## src/rtl/neuron_mac_if.sv

```systemverilog
// Handshake and data bundle between a neuron feeder and the neuron_mac datapath.
// The feeder drives pairs and bias; the MAC returns readiness, status and the saturated sum.
interface neuron_mac_if;
    logic               start;
    logic               in_valid;
    logic signed [15:0] x_in;
    logic signed [15:0] w_in;
    logic signed [21:0] bias;
    logic               in_ready;
    logic               busy;
    logic        [21:0] dout;
    logic               dout_valid;
    logic               sat;

    modport master (
        output start, in_valid, x_in, w_in, bias,
        input  in_ready, busy, dout, dout_valid, sat
    );

    modport slave (
        input  start, in_valid, x_in, w_in, bias,
        output in_ready, busy, dout, dout_valid, sat
    );
endinterface

```

## src/rtl/neuron_mac.sv

```systemverilog
// Single-neuron multiply-accumulate: sums N_IN Q1.14 products, adds a Q7.14 bias
// and emits the result saturated to 22 bits for the downstream sigmoid stage.
module neuron_mac #(
    parameter int N_IN = 784
) (
    input  logic         clk,
    input  logic         rst,
    neuron_mac_if.slave  bus
);

    localparam logic [1:0] IDLE = 2'd0;
    localparam logic [1:0] ACC  = 2'd1;
    localparam logic [1:0] BIAS = 2'd2;
    localparam logic [1:0] OUT  = 2'd3;

    localparam logic [9:0]         LAST    = 10'(N_IN - 1);
    localparam logic signed [31:0] SAT_MAX = 32'sd2097151;
    localparam logic signed [31:0] SAT_MIN = -32'sd2097152;

    logic [1:0]         state;
    logic signed [31:0] acc;
    logic [9:0]         cnt;
    logic [21:0]        dout_q;
    logic               sat_q;
    logic               dout_valid_q;

    logic               accept;
    logic signed [31:0] product;
    logic signed [31:0] term;
    logic signed [31:0] bias_ext;
    logic [21:0]        sat_val;
    logic               sat_flag;

    assign accept   = bus.in_valid && (state == ACC);
    // Full-width signed product; the arithmetic shift floors back to Q.14 scale.
    assign product  = $signed(bus.x_in) * $signed(bus.w_in);
    assign term     = product >>> 14;
    assign bias_ext = {{10{bus.bias[21]}}, bus.bias};

    // NOTE: every output of a combinational block gets a default first so no path leaves it unassigned (no latch).
    always_comb begin
        sat_val  = acc[21:0];
        sat_flag = 1'b0;
        if (acc > SAT_MAX) begin
            sat_val  = 22'h1FFFFF;
            sat_flag = 1'b1;
        end else if (acc < SAT_MIN) begin
            sat_val  = 22'h200000;
            sat_flag = 1'b1;
        end
    end

    // NOTE: clocked state uses non-blocking assignments so all registers update from pre-edge values.
    always_ff @(posedge clk or posedge rst) begin
        if (rst) begin
            state        <= IDLE;
            acc          <= '0;
            cnt          <= '0;
            dout_q       <= '0;
            sat_q        <= 1'b0;
            dout_valid_q <= 1'b0;
        end else begin
            dout_valid_q <= 1'b0;
            case (state)
                IDLE: begin
                    if (bus.start) begin
                        acc   <= '0;
                        cnt   <= '0;
                        state <= ACC;
                    end
                end
                ACC: begin
                    if (accept) begin
                        acc <= acc + term;
                        cnt <= cnt + 10'd1;
                        if (cnt == LAST) begin
                            state <= BIAS;
                        end
                    end
                end
                BIAS: begin
                    acc   <= acc + bias_ext;
                    state <= OUT;
                end
                OUT: begin
                    dout_q       <= sat_val;
                    sat_q        <= sat_flag;
                    dout_valid_q <= 1'b1;
                    state        <= IDLE;
                end
                default: state <= IDLE;
            endcase
        end
    end

    // Status decodes straight from state so reset clears them without waiting for an edge.
    assign bus.in_ready   = (state == ACC);
    assign bus.busy       = (state != IDLE);
    assign bus.dout       = dout_q;
    assign bus.sat        = sat_q;
    assign bus.dout_valid = dout_valid_q;

endmodule

```

## src/flat_wrapper.sv

```systemverilog
// flat-port wrapper written by rule: the top's interface ports become plain ports
module neuron_mac_flat 
#(
    parameter int N_IN = 784
)
  (clk, rst, bus_start, bus_in_valid, bus_x_in, bus_w_in, bus_bias, bus_in_ready, bus_busy, bus_dout, bus_dout_valid, bus_sat);
  neuron_mac_if bus_i ();
  input  logic clk;
  input  logic rst;
  input wire logic [$bits(bus_i.start)-1:0] bus_start;
  input wire logic [$bits(bus_i.in_valid)-1:0] bus_in_valid;
  input wire logic [$bits(bus_i.x_in)-1:0] bus_x_in;
  input wire logic [$bits(bus_i.w_in)-1:0] bus_w_in;
  input wire logic [$bits(bus_i.bias)-1:0] bus_bias;
  output wire logic [$bits(bus_i.in_ready)-1:0] bus_in_ready;
  output wire logic [$bits(bus_i.busy)-1:0] bus_busy;
  output wire logic [$bits(bus_i.dout)-1:0] bus_dout;
  output wire logic [$bits(bus_i.dout_valid)-1:0] bus_dout_valid;
  output wire logic [$bits(bus_i.sat)-1:0] bus_sat;
  assign bus_i.start = bus_start;
  assign bus_i.in_valid = bus_in_valid;
  assign bus_i.x_in = bus_x_in;
  assign bus_i.w_in = bus_w_in;
  assign bus_i.bias = bus_bias;
  assign bus_in_ready = bus_i.in_ready;
  assign bus_busy = bus_i.busy;
  assign bus_dout = bus_i.dout;
  assign bus_dout_valid = bus_i.dout_valid;
  assign bus_sat = bus_i.sat;
  neuron_mac #(.N_IN(N_IN)) u_core (.clk(clk), .rst(rst), .bus(bus_i));
endmodule
```

## config.mk

```make
export PLATFORM = sky130hd
export DESIGN_NAME = neuron_mac_flat
export DESIGN_NICKNAME = d
export VERILOG_FILES = /design/src/rtl/neuron_mac_if.sv /design/src/rtl/neuron_mac.sv /design/src/flat_wrapper.sv
export SDC_FILE = /design/constraint.sdc
export NUM_CORES = 1
export LEC_CHECK = 0
export CAP_MARGIN = 5
export CORE_MARGIN = 3
export CORE_UTILIZATION = 50
export DETAILED_ROUTE_END_ITERATION = 10
export GPL_ROUTABILITY_DRIVEN = 0
export GPL_TIMING_DRIVEN = 0
export PLACE_DENSITY = 0.69
export SKIP_LAST_GASP = 1
export SYNTH_ARGS = -nofsm -noshare
export SYNTH_HDL_FRONTEND = slang
export SYNTH_SLANG_ARGS = --single-unit
```

## constraint.sdc

```tcl
create_clock -name clk -period 4.2 [get_ports clk]
set_clock_uncertainty 0.05 [all_clocks]
set_input_delay 0.42 -clock clk [delete_from_list [all_inputs] [get_ports clk]]
set_output_delay 0.42 -clock clk [all_outputs]
set_load 0.02 [all_outputs]
```

==> results.sh, run 1 <==
export IMPL_cts_path_max_buffers=2
export IMPL_worst_pin_slew_ps=872.5
export IMPL_ios=84
export IMPL_wirelength_um=38430
export IMPL_die_area_sq_um=30000
export IMPL_synth_edff_count=0
export IMPL_start_util_pct=51.30
export IMPL_dp_slack_ps=-5039
export IMPL_cts_buffers=9
export IMPL_grt_overflow=0
export IMPL_max_freq_mhz=123.7
export IMPL_period_share_pct=192.5
export IMPL_antenna_found_initial=0
export IMPL_h_tree_depth=3
export IMPL_core_area_sq_um=27250
export IMPL_post_drt_wl_per_cell_um=17.95
export IMPL_status="finished, violations left"
export IMPL_vias_per_cell=5.345
export IMPL_ys_seq_elements=68
export IMPL_die_height_um=173.2
export IMPL_cts_root_buffer="clkbuf_16"
export IMPL_clk_latency_ps=340
export IMPL_syn_to_final_growth_pct=29.80
export IMPL_vias=11444
export IMPL_cts_tree="done"
export IMPL_setup_violations=32
export IMPL_critPathKind="in2reg"
export IMPL_hold_slack_ps=460.9
export IMPL_synth_area_sq_um=13980
export IMPL_report_final_slew_viol_count=0
export IMPL_crit_top_cell="fa_1"
export IMPL_synth_cell_types=63
export IMPL_io_buffers=83
export IMPL_final_nets=2201
export IMPL_hpwl_um=29500
export IMPL_syn_inst=1523
export IMPL_antenna_cells=0
export IMPL_violations="negative setup slack"
export IMPL_drt_iter0_drc=751
export IMPL_fin_ws_ps=-3886
export IMPL_yosys_warnings=0
export IMPL_finalHoldViolCount=0
export IMPL_crit_path_start_kind="input pin"
export IMPL_rsz0062_at_grt="yes"
export IMPL_worstPathMaxFanout=7
export IMPL_layout_common_cells="inv_1 (286), fa_1 (245), nand2_1 (184), buf_4 (134), and2_1 (110)"
export IMPL_cts_sinks=68
export IMPL_final_common_cell="inv_1"
export IMPL_drv_cap=0
export IMPL_grt_usage_pct=25.95
export IMPL_grt_start_max_net_pins=69
export IMPL_grt_pass1_wl_um=63310
export IMPL_cts_clk_slew_worst_paths_ps=60
export IMPL_dieWidth_um=173.2
export IMPL_drcViolationCount=0
export IMPL_synth_avg_cell_area_sq_um=9.179
export IMPL_fin_setup_tns_ps=-100210
export IMPL_critPathCaptureType="register"
export IMPL_cp_slowest_stage_delay_ps=630
export IMPL_rows=60
export IMPL_min_path_type="reg2reg"
export IMPL_ant_nets=0
export IMPL_ys_seq_area_share_pct=12.17
export IMPL_layout_drive_gt1_share_pct=22.84
export IMPL_slew_headroom_pct=41.83
export IMPL_grt_pass1_vias=12377
export IMPL_dr_pass1_iters=5
export IMPL_min_period_ps=8086
export IMPL_cp_slowest_cell="fa_1"
export IMPL_required_ps=4380
export IMPL_ys_async_sr_fraction_pct=100.0
export IMPL_arrival_ps=8260
export IMPL_synth_main_ff_cell="dfrtp_1"
export IMPL_syn_nets=1960
## final timing paths
kind	cells past startpoint	slack (ps)	startpoint	to
setup / recovery	34	-3890	bus_w_in[9]	u_core.acc[31]
hold / removal	1	460	u_core.bus.dout[21]	u_core.bus.dout[21]
setup reg to reg	19	-790	u_core.state[0]	u_core.acc[24]
hold reg to reg	1	460	u_core.bus.dout[21]	u_core.bus.dout[21]
max in group asynchronous	2	2950	rst	u_core.acc[10]
min in group asynchronous	2	550	rst	u_core.cnt[8]
## registers in the layout, indices dropped and copies added (netlist names)
name                   count
u_core.acc                32
u_core.bus.dout           22
u_core.cnt                10
u_core.state               2
u_core.bus.dout_valid      1
u_core.bus.sat             1
## stage by stage
step | instance area [sq um] | std cells | util, %
finish | 18140 | 2141 | 66.58
floorplan | 14380 | 1523 | -
global placement | 15680 | 1978 | 57.54
global route | 18140 | 2141 | 66.58
CTS | 17400 | 2090 | 63.84
detailed placement | 15680 | 1978 | 57.55
## synth_stat cells, types with 2 or more instances
| cell | count | area, sq um |
|---|---|---|
| nor2b_1 | 2 | 12.51 |
| a31oi_1 | 9 | 56.30 |
| a21boi_2 | 2 | 22.52 |
| or3_1 | 3 | 18.77 |
| nor2_1 | 42 | 157.7 |
| nor3_1 | 7 | 35.03 |
| and3_1 | 11 | 68.82 |
| a221o_1 | 21 | 210.2 |
| o22ai_1 | 2 | 12.51 |
| o21ai_0 | 55 | 275.3 |
| o2111ai_1 | 2 | 17.52 |
| o41ai_2 | 2 | 32.53 |
| xnor2_1 | 28 | 245.2 |
| o21ai_1 | 9 | 45.04 |
| ha_1 | 117 | 1464 |
| a211oi_2 | 3 | 37.54 |
| a21o_1 | 21 | 157.7 |
| nand3_1 | 12 | 60.06 |
| a211o_1 | 2 | 17.52 |
| a211oi_1 | 5 | 37.54 |
| fa_1 | 262 | 5245 |
| a22o_1 | 4 | 35.03 |
| nand2_1 | 201 | 754.5 |
| dfrtp_1 | 68 | 1702 |
| nand2b_1 | 7 | 43.79 |
| a21oi_1 | 46 | 230.2 |
| o211ai_1 | 6 | 45.04 |
| inv_1 | 310 | 1164 |
| and2_1 | 124 | 775.7 |
| xor2_1 | 30 | 262.8 |
| o21ai_2 | 2 | 17.52 |
| clkbuf_1 | 48 | 180.2 |
| a2111oi_0 | 4 | 35.03 |
| o21bai_1 | 5 | 37.54 |
| nor4_1 | 4 | 25.02 |
| buf_1 | 2 | 7.510 |
| o31ai_1 | 4 | 30.03 |
| nand4_1 | 12 | 75.07 |
| o21a_1 | 5 | 37.54 |
## cell type report
type	instances	area (sq um)
Timing Repair Buffer	230	2148
Tap cell	372	465.4
Sequential cell	68	1702
Clock buffer	10	239.0
Multi-Input combinational cell	1093	11690
Clock inverter	6	63.81
Fill cell	2117	9106
Buffer	52	664.4
Inverter	310	1171
## worst max-delay path: cells and delay by family
kind                       cells  cell delay (ps)
and+or+nand+nor                4              560
xor gates and xnor gates       2              390
buffers and inverters          8              900
AOI/OAI and AO/OA             12             2190
adders and majority gates      8             3760
## kinds of logic (layout without fill, tap and decap cells)
| kind of cell | Yosys count | after routing | synth area share (%) |
|---|---|---|---|
| simple gates | 429 | 429 | 14.77 |
| buf+inv | 362 | 608 | 9.738 |
| fa+ha+maj | 379 | 379 | 47.99 |
| flops | 68 | 68 | 12.17 |
| compound gates | 224 | 224 | 11.38 |
| xor+xnor | 59 | 59 | 3.795 |
| mux | 2 | 2 | 0.1521 |
## per-layer routing
metal / routed length (um) / part of all wire, % / GRT usage (%) / up-vias
li1: - / - / - / 5258
met4: 963 / 2.5 / 7.466 / 0
met1: 15700 / 41 / 33.91 / 5699
met3: 2645 / 6.9 / 4.753 / 74
met5: 0 / 0 / 0 / -
met2: 19110 / 50 / 44.42 / 413
## what timing repair did
item / in CTS / in global routing
gates resized for setup: 345 / 122
hold buffers: 0 / 0
gates cloned: 1 / 0
endpoints found under the setup margin: 32 / 32
setup buffers: 95 / 51
pin swaps: 101 / 85
Power of run 1 is not shown: default switching activity piles up to over one toggle a cycle in this logic, so the estimate is an artifact.
==> run 2: changes to the inputs <==
- CORE_MARGIN: 3 -> 2
- SLEW_MARGIN: not set -> 30
==> results.sh, run 2 (synthesized netlist as in run 1, its figures left out) <==
export IMPL_slew_headroom_pct=46.06
export IMPL_critPathCaptureType="register"
export IMPL_start_util_pct=50.60
export IMPL_cp_slowest_stage_delay_ps=610
export IMPL_clk_latency_ps=340
export IMPL_drcViolationCount=0
export IMPL_cts_root_buffer="clkbuf_16"
export IMPL_core_area_sq_um=27630
export IMPL_regToRegSetupSlack_ps=-700
export IMPL_status="finished, violations left"
export IMPL_vias=11574
export IMPL_worst_pin_slew_ps=788.6
export IMPL_cts_path_max_buffers=2
export IMPL_dr_pass1_iters=6
export IMPL_wirelength_um=39390
export IMPL_rsz0062_at_grt="yes"
export IMPL_drt_iter0_drc=878
export IMPL_ant_nets=0
export IMPL_hold_slack_ps=349.0
export IMPL_io_buffers=83
export IMPL_min_path_type="in2async"
export IMPL_largest_register="u_core.acc"
export IMPL_critPathKind="in2reg"
export IMPL_final_common_cell="inv_1"
export IMPL_layout_common_cells="inv_1 (289), fa_1 (244), nand2_1 (192), buf_4 (130), and2_1 (109)"
export IMPL_min_period_ps=7981
export IMPL_ios=84
export IMPL_cts_sinks=68
export IMPL_setup_violations=32
export IMPL_reg2reg_from="u_core.state[0]"
export IMPL_finalHoldViolCount=0
export IMPL_vias_per_cell=5.401
export IMPL_crit_top_cell="fa_1"
export IMPL_grt_usage_pct=28.05
export IMPL_h_tree_depth=3
export IMPL_cp_slowest_cell="fa_2"
export IMPL_die_area_sq_um=29310
export IMPL_fin_ws_ps=-3781
export IMPL_largest_reg_flops=32
export IMPL_cts_buffers=9
export IMPL_crit_path_start_kind="input pin"
export IMPL_violations="negative setup slack"
export IMPL_required_ps=4370
export IMPL_cts_clk_slew_worst_paths_ps=60
export IMPL_die_height_um=171.2
export IMPL_crit_start="bus_w_in[1]"
export IMPL_grt_pass1_vias=12209
export IMPL_dieWidth_um=171.2
export IMPL_grt_overflow=0
export IMPL_antenna_found_initial=0
export IMPL_drv_cap=0
export IMPL_rr_endpoint="u_core.acc[18]"
export IMPL_antenna_cells=0
export IMPL_grt_pass1_wl_um=64190
export IMPL_final_nets=2198
export IMPL_dp_slack_ps=-5126
export IMPL_layout_drive_gt1_share_pct=22.44
export IMPL_hpwl_um=29510
export IMPL_report_final_slew_viol_count=0
export IMPL_syn_to_final_growth_pct=29.55
export IMPL_grt_start_max_net_pins=47
export IMPL_r2r_cells=21
export IMPL_max_freq_mhz=125.3
export IMPL_cts_hold_buf=0
export IMPL_rows=61
export IMPL_cts_tree="done"
export IMPL_arrival_ps=8150
export IMPL_worstPathMaxFanout=7
export IMPL_period_share_pct=190.0
export IMPL_critPathCapture="u_core.acc[31]"
export IMPL_post_drt_wl_per_cell_um=18.38
-- run 2: routing by layer --
| metal | share of wire (%) | track usage, % |
|---|---|---|
| met4 | 3.0 | 8.143 |
| met5 | 0 | 0 |
| met3 | 6.8 | 4.119 |
| met1 | 42 | 38.43 |
| met2 | 49 | 46.60 |
-- run 2: critical path: cells and delay by family --
family	cells	cell delay, ps
compound gates	8	1820
xor+xnor	1	240
fa+ha+maj	8	3770
buf+inv	8	890
simple gates	6	1010
-- run 2: layout make-up --
cell class	instances	area (sq um)
buffer	52	629.4
clock buffer	10	229.0
clock inverter	5	30.03
fill	2201	9518
inverter	310	1171
multi-input combinational	1093	11800
sequential	68	1702
tap	378	473.0
timing repair buffer	227	2077
-- run 2: worst min-delay path by stage --
stage | from | end | slack [ps] | cells after the start
4_1_cts | rst | u_core.cnt[8] | 360 | 2
2_1_floorplan | u_core.acc[0] | u_core.acc[0] | 420 | 2
6_report | rst | u_core.cnt[2] | 350 | 2
5_1_grt | rst | u_core.cnt[9] | 400 | 2
3_3_place_gp | u_core.acc[0] | u_core.acc[0] | 440 | 2
3_5_place_dp | u_core.acc[0] | u_core.acc[0] | 440 | 2
-- run 2: repair_timing --
item	in CTS	in global routing
setup buffers	91	52
endpoints found under the hold margin	0	0
gates cloned	6	2
pin swaps	107	97
endpoints found under the setup margin	32	32
resized for setup	356	103
-- run 2: per-stage QoR --
step                      std cells  TNS (ps)  instance area [sq um]  utilization [%]
after floorplan                1523    -82310                  14380                -
after global placement         1984   -136550                  15690            56.78
after detailed placement       1985   -138410                  15720            56.89
after CTS                      2096    -97100                  17380            62.89
after global routing           2143   -108860                  18110            65.55
final                          2143    -99520                  18110            65.55
Power of run 2 is left out for the same reason.
